--- config.mk ---
export PLATFORM = sky130hd
export DESIGN_NAME = gfx_sp_vregs_flat
export DESIGN_NICKNAME = d
export VERILOG_FILES = /design/src/rtl/gfx_sp_vregs_if.sv /design/src/rtl/gfx_sp_vregs.sv /design/src/flat_wrapper.sv
export SDC_FILE = /design/constraint.sdc
export NUM_CORES = 2
export LEC_CHECK = 0
export CAP_MARGIN = 30
export CORE_MARGIN = 2
export CORE_UTILIZATION = 54
export DETAILED_ROUTE_END_ITERATION = 6
export PLACE_DENSITY = 0.73
export SYNTH_ARGS = -nofsm -noshare
export SYNTH_HDL_FRONTEND = slang
export SYNTH_SLANG_ARGS = --single-unit
--- constraint.sdc ---
create_clock -name clk -period 3.6 [get_ports clk]
set_input_delay 0.72 -clock clk [delete_from_list [all_inputs] [get_ports clk]]
set_output_delay 0.72 -clock clk [all_outputs]
set_load 0.05 [all_outputs]
--- src/rtl/gfx_sp_vregs_if.sv ---
// gfx_sp_vregs_if: issue/writeback bundle for the shader vector register file
interface gfx_sp_vregs_if #(
   parameter int LANES    = 4,
   parameter int WORD_W   = 32,
   parameter int REGS     = 8,
   parameter int RD_PORTS = 2
);
   localparam int RW = $clog2(REGS);
   logic                                    ready;
   logic [RD_PORTS-1:0]                     rd_en;
   logic [RD_PORTS-1:0][RW-1:0]             rd_reg;
   logic [RD_PORTS-1:0][LANES-1:0][WORD_W-1:0] rd_data;
   logic                                    wr;
   logic [RW-1:0]                           wr_reg;
   logic [LANES-1:0]                        wr_mask;
   logic [LANES-1:0][WORD_W-1:0]            wr_data;
   modport master (output rd_en, rd_reg, wr, wr_reg, wr_mask, wr_data, input ready, rd_data);
   modport slave  (input rd_en, rd_reg, wr, wr_reg, wr_mask, wr_data, output ready, rd_data);
endinterface

--- src/rtl/gfx_sp_vregs.sv ---
// gfx_sp_vregs: lane-masked vector register file with zeroing sequencer, bypass and registered read ports
module gfx_sp_vregs #(
   parameter int LANES    = 4,
   parameter int WORD_W   = 32,
   parameter int REGS     = 8,
   parameter int RD_PORTS = 2
) (
   input logic          clk,
   input logic          rst_n,
   gfx_sp_vregs_if.slave bus
);
   localparam int RW = $clog2(REGS);
   typedef enum logic {INIT, RUN} state_t;
   state_t                                     state;
   logic [RW-1:0]                              init_idx;
   logic                                       ready_q;
   logic [RD_PORTS-1:0][LANES-1:0][WORD_W-1:0] rd_q;
   logic [RD_PORTS-1:0][LANES-1:0][WORD_W-1:0] byp;
   logic [LANES-1:0][WORD_W-1:0]               mem [REGS];
   assign bus.ready   = ready_q;
   assign bus.rd_data = rd_q;
   // per-port read value with same-cycle write forwarded lane by lane
   always_comb begin
      byp = '0;
      for (int p = 0; p < RD_PORTS; p++)
         for (int i = 0; i < LANES; i++)
            byp[p][i] = (bus.wr && bus.wr_mask[i] && bus.wr_reg == bus.rd_reg[p]) ? bus.wr_data[i] : mem[bus.rd_reg[p]][i];
   end
   // storage: zeroed one register per cycle in INIT, lane-masked writes in RUN
   always_ff @(posedge clk)
      if (state == INIT)
         mem[init_idx] <= '0;
      else if (bus.wr)
         for (int i = 0; i < LANES; i++)
            if (bus.wr_mask[i]) mem[bus.wr_reg][i] <= bus.wr_data[i];
   // sequencer and registered read ports
   always_ff @(posedge clk or negedge rst_n)
      if (!rst_n) begin
         state    <= INIT;
         init_idx <= '0;
         ready_q  <= 1'b0;
         rd_q     <= '0;
      end else if (state == INIT) begin
         init_idx <= init_idx + 1'b1;
         if (&init_idx) begin
            state   <= RUN;
            ready_q <= 1'b1;
         end
      end else
         for (int p = 0; p < RD_PORTS; p++)
            if (bus.rd_en[p]) rd_q[p] <= byp[p];
endmodule

--- src/flat_wrapper.sv ---
// flat-port wrapper written by rule: the top's interface ports become plain ports
module gfx_sp_vregs_flat 
#(
   parameter int LANES    = 4,
   parameter int WORD_W   = 32,
   parameter int REGS     = 8,
   parameter int RD_PORTS = 2
)
  (clk, rst_n, bus_rd_en, bus_rd_reg, bus_wr, bus_wr_reg, bus_wr_mask, bus_wr_data, bus_ready, bus_rd_data);
  gfx_sp_vregs_if #(.LANES(LANES), .WORD_W(WORD_W), .REGS(REGS), .RD_PORTS(RD_PORTS)) bus_i ();
  input logic clk;
  input logic rst_n;
  input wire logic [$bits(bus_i.rd_en)-1:0] bus_rd_en;
  input wire logic [$bits(bus_i.rd_reg)-1:0] bus_rd_reg;
  input wire logic [$bits(bus_i.wr)-1:0] bus_wr;
  input wire logic [$bits(bus_i.wr_reg)-1:0] bus_wr_reg;
  input wire logic [$bits(bus_i.wr_mask)-1:0] bus_wr_mask;
  input wire logic [$bits(bus_i.wr_data)-1:0] bus_wr_data;
  output wire logic [$bits(bus_i.ready)-1:0] bus_ready;
  output wire logic [$bits(bus_i.rd_data)-1:0] bus_rd_data;
  assign bus_i.rd_en = bus_rd_en;
  assign bus_i.rd_reg = bus_rd_reg;
  assign bus_i.wr = bus_wr;
  assign bus_i.wr_reg = bus_wr_reg;
  assign bus_i.wr_mask = bus_wr_mask;
  assign bus_i.wr_data = bus_wr_data;
  assign bus_ready = bus_i.ready;
  assign bus_rd_data = bus_i.rd_data;
  gfx_sp_vregs #(.LANES(LANES), .WORD_W(WORD_W), .REGS(REGS), .RD_PORTS(RD_PORTS)) u_core (.clk(clk), .rst_n(rst_n), .bus(bus_i));
endmodule
# Word-level counts from Yosys, hierarchy flattened
# Memories as Yosys holds them, arrays and structs flattened. A register that Yosys moved wholly into a read port is not among the register bits.
# Index checks and enable logic that the tools add are counted.
# classes
n_addsub	1
mux	22
bitwise	1
reduce_logical	7
# op_table
cell	n
$mux 128	1
$reduce_or 128->1	1
$mux 1	19
$mux 4	1
$reduce_and 2->1	2
$reduce_and 4->1	1
$add 3x1->3 const B	1
$mux 3	1
$reduce_and 3->1	1
$logic_not 1->1	2
$not 1->1	1
# totals
reg_bits	5
mem_bits_rw	1024
in_bits	146
output_inout_bits	257
elab_cells	35
memories	1
# memory_table
name	depth	width	read_ports	rd_clocked_by_memory_dff	wr	line_no	source
u_core.mem	8	128	2	2	1	gfx_sp_vregs.sv:19	logic [LANES-1:0][WORD_W-1:0] mem [REGS];

# Depth between registers and ports, before layout
# depth
depth_word	6
depth_mapped	9
ltp_nobuf	5

# Least setup slack after synthesis
# No wires, ideal clock.
# synth_timing
kind	in2reg
start	input bus_wr
end	memory u_core.mem[6][100] (netlist bit) (enable)
setup_ps	421
arrival_time_ps	3395
required_ps	3179
path_slack_ps	-216
cell_stages	7
n_path_buf	2
cell_sequence	buf_2 > nand2_1 > buf_2 > nor2_1 > mux2i_1 > nand3_1 > nor2_1
# synth_via
elab_chain_len	5
elab_cells_between_ends	15
cone_classes	mux: 14; reduce/logical: 1
# synth_rtl
element	line_no	source
start: declaration	flat_wrapper.sv:15	input wire logic [$bits(bus_i.wr)-1:0] bus_wr;
$mux 1	gfx_sp_vregs.sv:33	else if (bus.wr)
$mux 1	gfx_sp_vregs.sv:31	if (state == INIT)
$mux 1 (not written as such)	gfx_sp_vregs.sv:35	if (bus.wr_mask[i]) mem[bus.wr_reg][i] <= bus.wr_data[i];
$reduce_or 128->1 (no source line)	-	
$mux 3 (no source line) or $mux 4 (tied branches)	-	
end: declaration	gfx_sp_vregs.sv:19	
# Parallel ways exist; a longest one is shown, timed or not.

# Worst setup path after layout
# layout_timing
start	input bus_wr_mask[0]
end	memory u_core.mem[1][20] (netlist bit) (enable)
# layout_via
elab_chain_len	6
elab_cells_between_ends	7
cone_classes	mux: 6; reduce/logical: 1
# layout_rtl
element	line_no	source
start: declaration	flat_wrapper.sv:17	input wire logic [$bits(bus_i.wr_mask)-1:0] bus_wr_mask;
$mux 1 *	gfx_sp_vregs.sv:35	
$mux 1 *	gfx_sp_vregs.sv:33	
$mux 1 *	gfx_sp_vregs.sv:31	
$mux 1 (not written as such) *	gfx_sp_vregs.sv:35	
$reduce_or 128->1 (no source line)	-	
$mux 3 (no source line) or $mux 4 (tied branches)	-	
# Every way passes the cells marked *; elsewhere a longest branch is shown, timed or not.

==> results.yml <==
status:
  status: "finished clean"
routing:
  post_drt_via_cell_ratio: 6.79
  initialDrtViolationCount: 4586
  drc: 0
  dr.pass1.iters: 5
  wl_per_cell_um: 30.1
  routed_wl_um: 184000
  vias: 41566
  ant_nets: 0
power:
  pwr-share-seq_pct: 46.1
  switchingPower_mw: 9.73
  power.density_nw_per_um2: 486
  ir_worst_vdd_mv: 0.442
  combPwrFrac_pct: 15.0
  clock_power_share_pct: 38.9
  p_leak_nw: 27.5
  cellInternalPower_mw: 26.6
  switching_share_pct: 26.8
synthesis:
  synth_edf_count: 1024
  ys_types: 35
  synth_top_area_share_pct: 49.0
  synth_most_common_cell: "edfxtp_1"
  ys.flop_type: "edfxtp_1"
  synth.area.top_cells: "edfxtp_1, mux4_2, dfrtp_1, o211ai_2, o211ai_1"
  synth.cell_area_um2: 62700
  synth_area_leader_cell: "edfxtp_1"
  yosysSeqAreaShare_pct: 59.4
  syn_nets: 4258
  ys_ff_latch: 1285
  synth_common_cells: "edfxtp_1, mux4_2, nor2_1, nand2b_1, o211ai_1"
  async_flop_share_pct: 20.3
  avgSynthCellArea_um2: 15.3
  yosys_warnings: 0
  synth_cells: 4110
global_routing:
  gr-total-overflow: 0
  grt_pass1_wl_um: 273000
  grt_use_total_pct: 31.2
  grt_pass1_vias: 42666
  grt_max_degree: 129
  antenna_found_initial: 8
clocking:
  cts_hold_buf: 1
  post_cts_buffers: 0
  clock_latency_ns: 0.76
  htreeDepth: 4
  cts-root-buf: "clkbuf_16"
  cts-resized-gates: 0
  tritoncts: "yes"
  clockBufferDepth: 3
  cts_buffers: 136
  path_clk_slew_ns: 0.06
  cts_sinks: 1285
floorplan:
  die_area_um2: 119000
  num_io_pins: 403
  initial_core_util_pct: 54.2
  rows: 125
  die_h_um: 345
  die_x_um: 345
  core-area_um2: 116000
critical_path:
  cp_top_family: "buffers and inverters"
  critPathKind: "input port to register"
  crit_fanout: 32
  crit_start: "bus_wr_mask[0]"
  cp.required_ns: 4.02
  cp.depth: 10
  reg2reg_depth: 8
  max_stage_delay_ns: 0.78
  startpoint_type: "input port"
  crit_end: "u_core.mem[1][20]"
  crit_buf_inv: 5
  cpMostUsedCell: "buf_4"
  reg2reg_from: "u_core.state"
  worstPathCellList: "clkdlybuf4s50_1, nor4_2, buf_4, nor2_1, mux2i_1, buf_4, nand3_1, buf_4, nor2_4, buf_12"
  crit_slowest_cell: "nor4_2"
  r2r_slack_ns: 0.59
  crit_path_end_kind: "register"
  cp.arrival_ns: 3.63
  timing.rr.end: "u_core.mem[1][20]"
timing:
  slew_headroom_pct: 38.0
  fin_hold_ws_ns: 0.488
  hold_violations: 0
  finalMaxSlewViolations: 0
  worst_clock_skew_ns: 0.0190
  setup_viol: 0
  fmax_mhz: 312
  worstMarginPinSlew_ns: 0.929
  fin_ws_ns: 0.392
  finalCriticalPeriod_ns: 3.21
  min_period_over_period_pct: 89.1
  rsz0062_at_grt: "false"
finish:
  multiInputGateArea_um2: 23500
  final_util_pct: 64.6
  synthToLayoutAreaGrowth_pct: 19.2
  layout.cells.non_filler: 6123
  fin_nets: 4633
  drive_gt1_share_pct: 27.7
  n_fill_cell: 7903
  regArea_um2: 37300
min_path:
  min_path_type: "register to register"
placed_design:
  placedCellCount: 5870
  gp_congestion: 0.828
  place_ws_ns: -0.198
  hpwl_um: 112000
  place.port_buffers: 402
job:
  drv_cap: 0
## worst reg2reg max path, stage by stage (launching register included)
cell     delay, ns
dfrtp_1       0.71
nand2_1       0.23
nor2_1        0.51
mux2i_1       0.25
buf_4         0.15
nand3_1       0.22
buf_4         0.22
nor2_4        0.09
buf_12        0.27
## cell usage in the layout (no fill, tap or decap), types with 2 or more instances in the layout
master / synthesis / final
a21oi_2: 4 / 4
and3_2: 0 / 8
clkbuf_1: 246 / 25
nor2_1: 289 / 257
mux4_2: 512 / 512
and2_4: 0 / 3
mux2i_1: 3 / 3
nand3_1: 136 / 136
dfrtp_1: 261 / 261
clkdlybuf4s50_1: 0 / 395
clkinvlp_4: 0 / 4
nand2_4: 0 / 2
clkinv_4: 0 / 2
ha_1: 2 / 2
a22oi_4: 2 / 2
bufinv_16: 0 / 10
clkbuf_8: 0 / 10
nand4_1: 256 / 256
nand2b_1: 272 / 272
inv_1: 128 / 128
clkinv_8: 0 / 3
clkbuf_16: 0 / 144
a22oi_1: 4 / 4
edfxtp_1: 1024 / 1024
nor3_2: 4 / 8
mux2_2: 5 / 5
inv_6: 0 / 5
clkinv_2: 0 / 27
o211ai_1: 272 / 272
nor4b_1: 8 / 8
buf_8: 0 / 7
clkinv_1: 1 / 21
nand2_1: 259 / 257
nor2_4: 0 / 32
buf_12: 0 / 106
o211ai_2: 240 / 240
buf_4: 3 / 130
nor3_4: 0 / 4
## metrics by stage
stage                     total power, mW  TNS [ns]  cell area, um2
after floorplan                      20.3   -189.11           62700
after global placement               22.4    -87.62           70300
after detailed placement             22.5    -59.38           70300
after CTS                            36.5         0           74800
after global routing                 37.3         0           74800
final                                36.4         0           74800
## cell families (layout without fill, tap and decap cells)
| logic type | Yosys count | in the layout | share of synthesized area, % |
|---|---|---|---|
| other cells | 0 | 1 | 0 |
| simple gates | 1246 | 1246 | 10.0 |
| buf+inv | 531 | 1019 | 3.74 |
| xor+xnor | 1 | 1 | 0.0140 |
| flops | 1285 | 1285 | 59.4 |
| mux | 520 | 520 | 18.5 |
| fa+ha+maj | 2 | 2 | 0.0399 |
| compound gates | 525 | 525 | 8.26 |
## area by class of cell
class	instances	share of cell area, %
multi-input combinational	2294	31.4
clock inverter	72	0.885
sequential	1285	49.8
timing repair buffer	639	9.58
tap	1524	2.55
inverter	129	0.647
antenna	1	0.00335
clock buffer	179	5.13
## how the worst min path moves through the flow
stage | startpoint | end | slack [ns] | cells after the start
floorplan | rst_n | u_core.bus.rd_data[0] | 0.42 | 0
CTS | u_core.bus.rd_data[22] | u_core.bus.rd_data[22] | 0.49 | 2
global placement | u_core.bus.rd_data[185] | u_core.bus.rd_data[185] | 0.47 | 2
finish | u_core.bus.rd_data[6] | u_core.bus.rd_data[6] | 0.49 | 2
detailed placement | u_core.bus.rd_data[185] | u_core.bus.rd_data[185] | 0.47 | 2
global route | u_core.bus.rd_data[151] | u_core.bus.rd_data[151] | 0.51 | 2
## state kept, by name, summed over array words and instances (netlist names)
| register | cells |
|---|---|
| u_core.bus.rd_data | 256 |
| u_core.bus.ready | 1 |
| u_core.init_idx | 3 |
| u_core.mem | 1024 |
| u_core.state | 1 |
## power by group through the flow
| stage | Clock (mW) | Sequential, mW | Combinational, mW |
|---|---|---|---|
| floorplan | 0 | 18.1 | 2.16 |
| global placement | 0 | 17.1 | 5.36 |
| CTS | 14.3 | 16.8 | 5.44 |
| global route | 14.8 | 16.8 | 5.71 |
| detailed placement | 0 | 17.0 | 5.41 |
| finish | 14.2 | 16.8 | 5.44 |
## routing by layer
metal	track usage, %	part of all wire (%)	vias to the layer above	wire [um]
li1	-	-	17095	-
met1	41.4	37	21478	67900
met2	50.2	49	2566	90200
met3	7.31	10	423	19000
met4	12.5	3.8	4	6940
met5	0	0.011	-	21
Note: power is estimated with default switching activity, not from simulation.
